--- src/rtl/barrel_shift_pipe.sv ---
// Pipelined barrel shifter: one registered stage per power-of-two shift distance, LSB-first,
// with global-stall valid/ready flow control. Define SHIFT_STICKY_EN to build the sticky path.
module barrel_shift_pipe #(
    parameter int WIDTH = 16
) (
    input  logic                      clk,
    input  logic                      rst_n,
    input  logic                      in_valid,
    output logic                      in_ready,
    input  logic [WIDTH-1:0]          in_data,
    input  logic [$clog2(WIDTH)-1:0]  in_amt,
    input  logic [1:0]                in_mode,
    output logic                      out_valid,
    input  logic                      out_ready,
    output logic [WIDTH-1:0]          out_data,
    output logic                      out_sticky
);
    localparam int L = $clog2(WIDTH);

    logic             adv;
    logic [L-1:0]     valid_reg;
    logic [WIDTH-1:0] data_reg [L];
    // Remaining shift bits, already aligned so that bit 0 belongs to the next stage
    logic [L-1:0]     amt_reg  [L-1];
    logic [1:0]       mode_reg [L-1];

    logic [L-1:0]     src_valid;
    logic [WIDTH-1:0] src_data [L];
    logic [L-1:0]     src_amt  [L];
    logic [1:0]       src_mode [L];
    logic [WIDTH-1:0] data_next [L];

`ifdef SHIFT_STICKY_EN
    logic [L-1:0]     sticky_reg;
    logic [L-1:0]     src_sticky;
    logic [L-1:0]     sticky_next;
`endif

    assign adv       = !(valid_reg[L-1] && !out_ready);
    assign in_ready  = adv;
    assign out_valid = valid_reg[L-1];
    assign out_data  = data_reg[L-1];

    genvar gi;
    generate
        for (gi = 0; gi < L; gi++) begin : stage
            localparam int S = 1 << gi;
            logic [WIDTH-1:0] shifted;

            if (gi == 0) begin : head
                assign src_valid[0] = in_valid;
                assign src_data[0]  = in_data;
                assign src_amt[0]   = in_amt;
                assign src_mode[0]  = in_mode;
`ifdef SHIFT_STICKY_EN
                assign src_sticky[0] = 1'b0;
`endif
            end else begin : link
                assign src_valid[gi] = valid_reg[gi-1];
                assign src_data[gi]  = data_reg[gi-1];
                assign src_amt[gi]   = amt_reg[gi-1];
                assign src_mode[gi]  = mode_reg[gi-1];
`ifdef SHIFT_STICKY_EN
                assign src_sticky[gi] = sticky_reg[gi-1];
`endif
            end

            // Arithmetic fill uses the current MSB: earlier stages already replicated the sign there
            always_comb begin
                shifted = src_data[gi];
                if (src_amt[gi][0]) begin
                    case (src_mode[gi])
                        2'b00:   shifted = {src_data[gi][WIDTH-1-S:0], {S{1'b0}}};
                        2'b01:   shifted = {{S{1'b0}}, src_data[gi][WIDTH-1:S]};
                        2'b10:   shifted = {{S{src_data[gi][WIDTH-1]}}, src_data[gi][WIDTH-1:S]};
                        default: shifted = {src_data[gi][S-1:0], src_data[gi][WIDTH-1:S]};
                    endcase
                end
            end
            assign data_next[gi] = shifted;

`ifdef SHIFT_STICKY_EN
            logic lost;
            always_comb begin
                lost = 1'b0;
                if (src_amt[gi][0]) begin
                    case (src_mode[gi])
                        2'b00:   lost = |src_data[gi][WIDTH-1 -: S];
                        2'b01,
                        2'b10:   lost = |src_data[gi][S-1:0];
                        default: lost = 1'b0;
                    endcase
                end
            end
            assign sticky_next[gi] = src_sticky[gi] | lost;
`endif
        end
    endgenerate

`ifdef SHIFT_STICKY_EN
    assign out_sticky = sticky_reg[L-1];
`else
    assign out_sticky = 1'b0;
`endif

    always_ff @(posedge clk or negedge rst_n) begin
        if (!rst_n) begin
            valid_reg <= '0;
            for (int k = 0; k < L; k++) data_reg[k] <= '0;
            for (int k = 0; k < L-1; k++) begin
                amt_reg[k]  <= '0;
                mode_reg[k] <= '0;
            end
`ifdef SHIFT_STICKY_EN
            sticky_reg <= '0;
`endif
        end else if (adv) begin
            valid_reg <= src_valid;
            for (int k = 0; k < L; k++) data_reg[k] <= data_next[k];
            for (int k = 0; k < L-1; k++) begin
                amt_reg[k]  <= src_amt[k] >> 1;
                mode_reg[k] <= src_mode[k];
            end
`ifdef SHIFT_STICKY_EN
            sticky_reg <= sticky_next;
`endif
        end
    end
endmodule
--- config.mk ---
export PLATFORM = sky130hd
export DESIGN_NAME = barrel_shift_pipe
export DESIGN_NICKNAME = d
export VERILOG_FILES = /design/src/rtl/barrel_shift_pipe.sv
export SDC_FILE = /design/constraint.sdc
export NUM_CORES = 1
export LEC_CHECK = 0
export CAP_MARGIN = 40
export CORE_MARGIN = 2
export CORE_UTILIZATION = 57
export CTS_CLUSTER_DIAMETER = 150
export DETAILED_ROUTE_END_ITERATION = 8
export GPL_ROUTABILITY_DRIVEN = 0
export PLACE_DENSITY_LB_ADDON = 0.2
export SLEW_MARGIN = 20
export SYNTH_ARGS = -nofsm -noshare
export SYNTH_HDL_FRONTEND = slang
export SYNTH_SLANG_ARGS = --single-unit
--- constraint.sdc ---
create_clock -name clk -period 1.7 [get_ports clk]
set_input_delay 0.17 -clock clk [delete_from_list [all_inputs] [get_ports clk]]
set_output_delay 0.17 -clock clk [all_outputs]
set_load 0.005 [all_outputs]
== Word level (Yosys, flattened, before mapping) ==
Cells that the tools add are included.
Cells by class
  reduce and logical (&&, ||, !) cells: 7
  muxes and demuxes: 8
  equality and inequality tests: 8
Operators by type and width (number)
  $pmux W16 S3: 4
  $mux W16: 4
  $eq A2 B1 Y1 const B: 4
  $eq A2 B2 Y1 const B: 4
  $logic_not A2 Y1: 4
  $logic_not A1 Y1: 2
  $logic_and A1 B1 Y1: 1
Storage, ports and cells
  output and inout bits: 19
  word-level logic and storage cells: 34
  register bits after elaboration: 80

== Depth between registers and ports, before layout ==
  depth after elaboration: 3
  mapped depth: 6

== Worst setup path after synthesis ==
No wires, ideal clock.
  path kind: flip-flop to flip-flop
  start: reg mode_reg[0] in the netlist's numbering
  end: reg data_reg, in the netlist out_data[14]
  slack: 0.451 ns
  data arrival time: 1.124 ns
  setup time: 0.126 ns
  period minus slack after synthesis: 1.249 ns
  stages on the path, launching flop included: 5
  data required time: 1.574 ns
  cell sequence: dfrtp_1 buf_6 mux2_4 a221oi_2 o21ai_1
Between the ends
  cells in the longest elaborated chain, start to end: 3
  elaborated cells on any way between the ends: 5
RTL lines
  start, declared: line 25  | logic [1:0] mode_reg [L-1];
  start signal, assigned by index: line 122  | mode_reg[k] <= src_mode[k];
  $eq A2 B2 Y1 (tied with other cells): line 72  | case (src_mode[gi])
  $pmux W16 S3 *: line 72
  $mux W16 *: line 71  | if (src_amt[gi][0]) begin
  end, declared: line 22  | logic [WIDTH-1:0] data_reg [L];
Mark *: on every way between the ends. The rest lies on a longest branch, timed or not.
A chain may end at the register's enable or synchronous reset.

== Worst setup path after layout ==
  start: reg valid_reg[3]
  end: out in_ready
Between the ends
  cells in the longest elaborated chain, start to end: 2
RTL lines
  start, declared: line 21  | logic [L-1:0] valid_reg;
  start signal, assigned: line 118  | valid_reg <= src_valid;
  $logic_and A1 B1 Y1: line 39  | assign adv = !(valid_reg[L-1] && !out_ready);
  $logic_not A1 Y1: line 39
  end, declared: line 9  | output logic in_ready,
No other way between the ends.

==> metrics.txt <==
# TYPE chip_impl_metric gauge
chip_impl_info{name="run_status",value="complete, no violations"} 1
chip_impl_metric{name="area_fraction_in_and_or_nand_and_nor_cells_after_synthesis",unit="%"} 10.1
chip_impl_metric{name="worst_ep_arrival_time",unit="ps"} 1450
chip_impl_metric{name="critical_path_peak_fanout",unit=""} 2
chip_impl_metric{name="drt_drc_violations_left",unit=""} 0
chip_impl_metric{name="edff_count_synth",unit=""} 0
chip_impl_info{name="crit_family",value="buffers and inverters"} 1
chip_impl_metric{name="adder_cell_area_share_of_the_yosys_netlist",unit="%"} 0
chip_impl_metric{name="port_buffers",unit=""} 43
chip_impl_metric{name="sink_count_of_the_clock_tree",unit=""} 80
chip_impl_info{name="rr_startpoint",value="mode_reg[0]"} 1
chip_impl_metric{name="max-clock-path-buffers",unit=""} 2
chip_impl_metric{name="yosysWarningCount",unit=""} 0
chip_impl_metric{name="floorplan.core_area",unit="µm²"} 7730
chip_impl_metric{name="worstRegToRegCells",unit=""} 3
chip_impl_info{name="type_of_the_worst_setup_path",value="reg -> out"} 1
chip_impl_metric{name="critical_path_cell_count",unit=""} 3
chip_impl_metric{name="worst_relative_slew_slack",unit="%"} 60.1
chip_impl_metric{name="drt-vias-per-instance",unit=""} 5.96
chip_impl_metric{name="tightest_slew",unit="ps"} 598
chip_impl_metric{name="timing.reg2reg.setup_slack",unit="ps"} 160
chip_impl_metric{name="die_width",unit="µm"} 93.3
chip_impl_metric{name="dr_wl_met2",unit="µm"} 4980
chip_impl_metric{name="postCtsSetupRepairBufs",unit=""} 0
chip_impl_metric{name="drt_pre_antenna_iters",unit=""} 4
chip_impl_metric{name="detailroute.via_count",unit=""} 3736
chip_impl_metric{name="antenna_cells_inserted",unit=""} 0
chip_impl_metric{name="drt_first_iter_violations",unit=""} 164
chip_impl_metric{name="synthesis.instances",unit=""} 518
chip_impl_metric{name="timing.final.ws_setup",unit="ps"} 75.6
chip_impl_metric{name="async_reset_ff_share",unit="%"} 100
chip_impl_metric{name="site_rows",unit=""} 32
chip_impl_metric{name="totalNegativeSetupSlack",unit="ps"} 0
chip_impl_metric{name="wire_per_inst",unit="µm"} 15.6
chip_impl_metric{name="critPathRequiredTime",unit="ps"} 1530
chip_impl_info{name="regToRegEndpoint",value="out_data[3]"} 1
chip_impl_info{name="cts-root-buf",value="clkbuf_8"} 1
chip_impl_metric{name="yosys_register_bits",unit=""} 80
chip_impl_metric{name="grt.overflow.total",unit=""} 0
chip_impl_metric{name="layout.filler_cells",unit=""} 641
chip_impl_info{name="worstSetupStartpoint",value="valid_reg[3]"} 1
chip_impl_metric{name="floorplan.initialDensity",unit="%"} 58.8
chip_impl_metric{name="postSynthNetCount",unit=""} 544
chip_impl_metric{name="dr_wl_met3",unit="µm"} 424
chip_impl_info{name="worst_setup_path_endpoint",value="in_ready"} 1
chip_impl_metric{name="htree_num_levels",unit=""} 3
chip_impl_metric{name="synth_mux_area_share",unit="%"} 4.05
chip_impl_metric{name="cpPeakStageDelay",unit="ps"} 510
chip_impl_metric{name="maxCapViolations",unit=""} 0
chip_impl_metric{name="power_density",unit="nW/µm²"} 1750
chip_impl_info{name="synth_ff_type",value="dfrtp_1"} 1
chip_impl_metric{name="final_layout_size_suffix_gt1_share",unit="%"} 10.5
chip_impl_info{name="largest_family_of_logic_cells_by_synthesized_area",value="compound AO/OA/AOI/OAI gates"} 1
chip_impl_info{name="tritoncts",value="built"} 1
chip_impl_metric{name="post_synth_num_cell_types",unit=""} 31
chip_impl_metric{name="die_height",unit="µm"} 93.3
chip_impl_metric{name="setup_viol",unit=""} 0
chip_impl_metric{name="irDropWorstVdd",unit="V"} 0.000628
chip_impl_metric{name="grt_antenna_before_repair",unit=""} 0
chip_impl_metric{name="cp_num_buf_inv",unit=""} 2
chip_impl_metric{name="sum_of_routed_wire_segments_on_met1",unit="µm"} 4140
chip_impl_metric{name="worst_setup_hold_path_clk_slew",unit="ps"} 80
chip_impl_metric{name="layout.nets",unit=""} 547
chip_impl_info{name="mostFrequentLayoutCells",value="nand2_1 (104), o21ai_0 (102), dfrtp_1 (79)"} 1
chip_impl_info{name="highest-signal-layer",value="met4"} 1
chip_impl_metric{name="report.final.slew_viol_count",unit=""} 0
chip_impl_metric{name="syn_avg_cell_area",unit="µm²"} 8.77
chip_impl_metric{name="pre_cts_ws",unit="ps"} 122
chip_impl_metric{name="grt_pass1_wl",unit="µm"} 17000
chip_impl_info{name="critical_path.startpoint_type",value="register"} 1
chip_impl_metric{name="timing.final.crit_period",unit="ps"} 1620
chip_impl_metric{name="post-route-period-util",unit="%"} 95.6
chip_impl_metric{name="die-area",unit="µm²"} 8700
chip_impl_metric{name="grt_max_degree",unit=""} 74
chip_impl_metric{name="design.portCount",unit=""} 45
chip_impl_metric{name="synthXorXnorAreaFrac",unit="%"} 0
chip_impl_info{name="endpoint_kind",value="output port"} 1
chip_impl_metric{name="leakage",unit="µW"} 0.00218
chip_impl_metric{name="first_global_vias",unit=""} 3606
chip_impl_metric{name="finalWirelength",unit="µm"} 9780
chip_impl_info{name="grt_setup_unrepaired",value="false"} 1
chip_impl_metric{name="synth_cell_area",unit="µm²"} 4540
chip_impl_metric{name="synth_seq_area_share",unit="%"} 44.1
chip_impl_metric{name="postRouteAntennaNets",unit=""} 0
chip_impl_info{name="layout_commonest_cell",value="nand2_1"} 1
chip_impl_metric{name="largest_register_ff_count",unit=""} 48
chip_impl_metric{name="final-hold-violation-count",unit=""} 0
chip_impl_metric{name="clkLatencyLatePin",unit="ps"} 350
chip_impl_metric{name="synth-compound-area-share",unit="%"} 30.7
chip_impl_metric{name="tritoncts.num_buffers",unit=""} 9
chip_impl_metric{name="max_clock_freq",unit="MHz"} 616
chip_impl_metric{name="post_detailed_placement_half_perimeter_wirelength",unit="µm"} 6690
chip_impl_metric{name="syn_to_final_growth",unit="%"} 12.9
chip_impl_info{name="worstPathCellList",value="nor2b_4, inv_2, clkdlybuf4s50_1"} 1
chip_impl_info{name="worst_path_max_delay_cell",value="clkdlybuf4s50_1"} 1
chip_impl_metric{name="grtUsageTotal",unit="%"} 24.4
chip_impl_metric{name="clock_skew",unit="ps"} 8.00
chip_impl_info{name="hold_crit_path_type",value="in -> async"} 1
## worst min-delay path by stage
stage | to | cells after the start | slack [ps]
CTS | out_data[4] | 2 | 310
global placement | out_data[5] | 1 | 150
global route | out_data[11] | 2 | 350
finish | out_data[4] | 2 | 300
floorplan | amt_reg[0] | 0 | -130
detailed placement | out_data[4] | 1 | 150
## through the flow
step / cells / hold slack [ps] / utilization (%) / power [µW] / cell area [µm²]
floorplan: 518 / -126 / - / 6560 / 4540
global placement: 611 / 146 / 63.6 / 7370 / 4910
detailed placement: 611 / 147 / 63.6 / 7550 / 4910
CTS: 627 / 313 / 66.4 / 9000 / 5130
global route: 627 / 348 / 66.4 / 9690 / 5130
finish: 627 / 302 / 66.4 / 8990 / 5130
## cell usage after synthesis (2+ instances only)
master	instances	share of area [%]
buf_6	4	0.99
mux2_2	7	1.7
o21ai_1	23	2.5
inv_1	27	2.2
a221oi_2	4	1.3
o22ai_1	9	1.2
buf_4	21	3.5
nor2_4	2	0.50
o221ai_1	3	0.58
o311a_1	22	4.8
nor2_1	2	0.17
nand2_1	104	8.6
o21ai_0	102	11
a211oi_1	12	2.0
buf_2	27	3.0
mux2_4	7	2.3
o21a_1	15	2.5
a31oi_1	2	0.28
a221oi_1	10	1.9
clkbuf_1	14	1.2
nor2b_1	2	0.28
dfrtp_1	80	44
a2bb2oi_1	11	2.1
## area by class of cell
cell class                 count  area [µm²]  share of cell area, %
timing repair buffer          59         638                   12.4
tap                          102         128                   2.49
clock inverter                 3        40.0                  0.781
sequential                    80        2000                   39.1
multi-input combinational    343        2050                   40.0
clock buffer                  12         165                   3.22
inverter                      28         105                   2.05
## layer usage
metal / vias to the layer above / global-route usage, %
li1: 1829 / -
met1: 1783 / 30.3
met2: 101 / 42.1
met3: 23 / 3.06
met4: 0 / 11.9
met5: - / 0
## report_power, final
part           switching [µW]  total [µW]  internal (µW)
logic                    1920        3860           1940
registers                 921        3680           2760
clock network             659        1450            786
## cell families after synthesis
logic type,Yosys count
AND/OR/NAND/NOR,114
multiplexers,14
AO/OA/AOI/OAI,214
flip-flops,80
buffers and inverters,95
other,1
## repair_timing
action | 4_1_cts | 5_1_grt
hold endpoints to repair | 32 | 0
hold buffers | 1 | 0
endpoints found under the setup margin | 0 | 1
gates resized for setup | 0 | 1
Power figures use the tool's default switching activity.
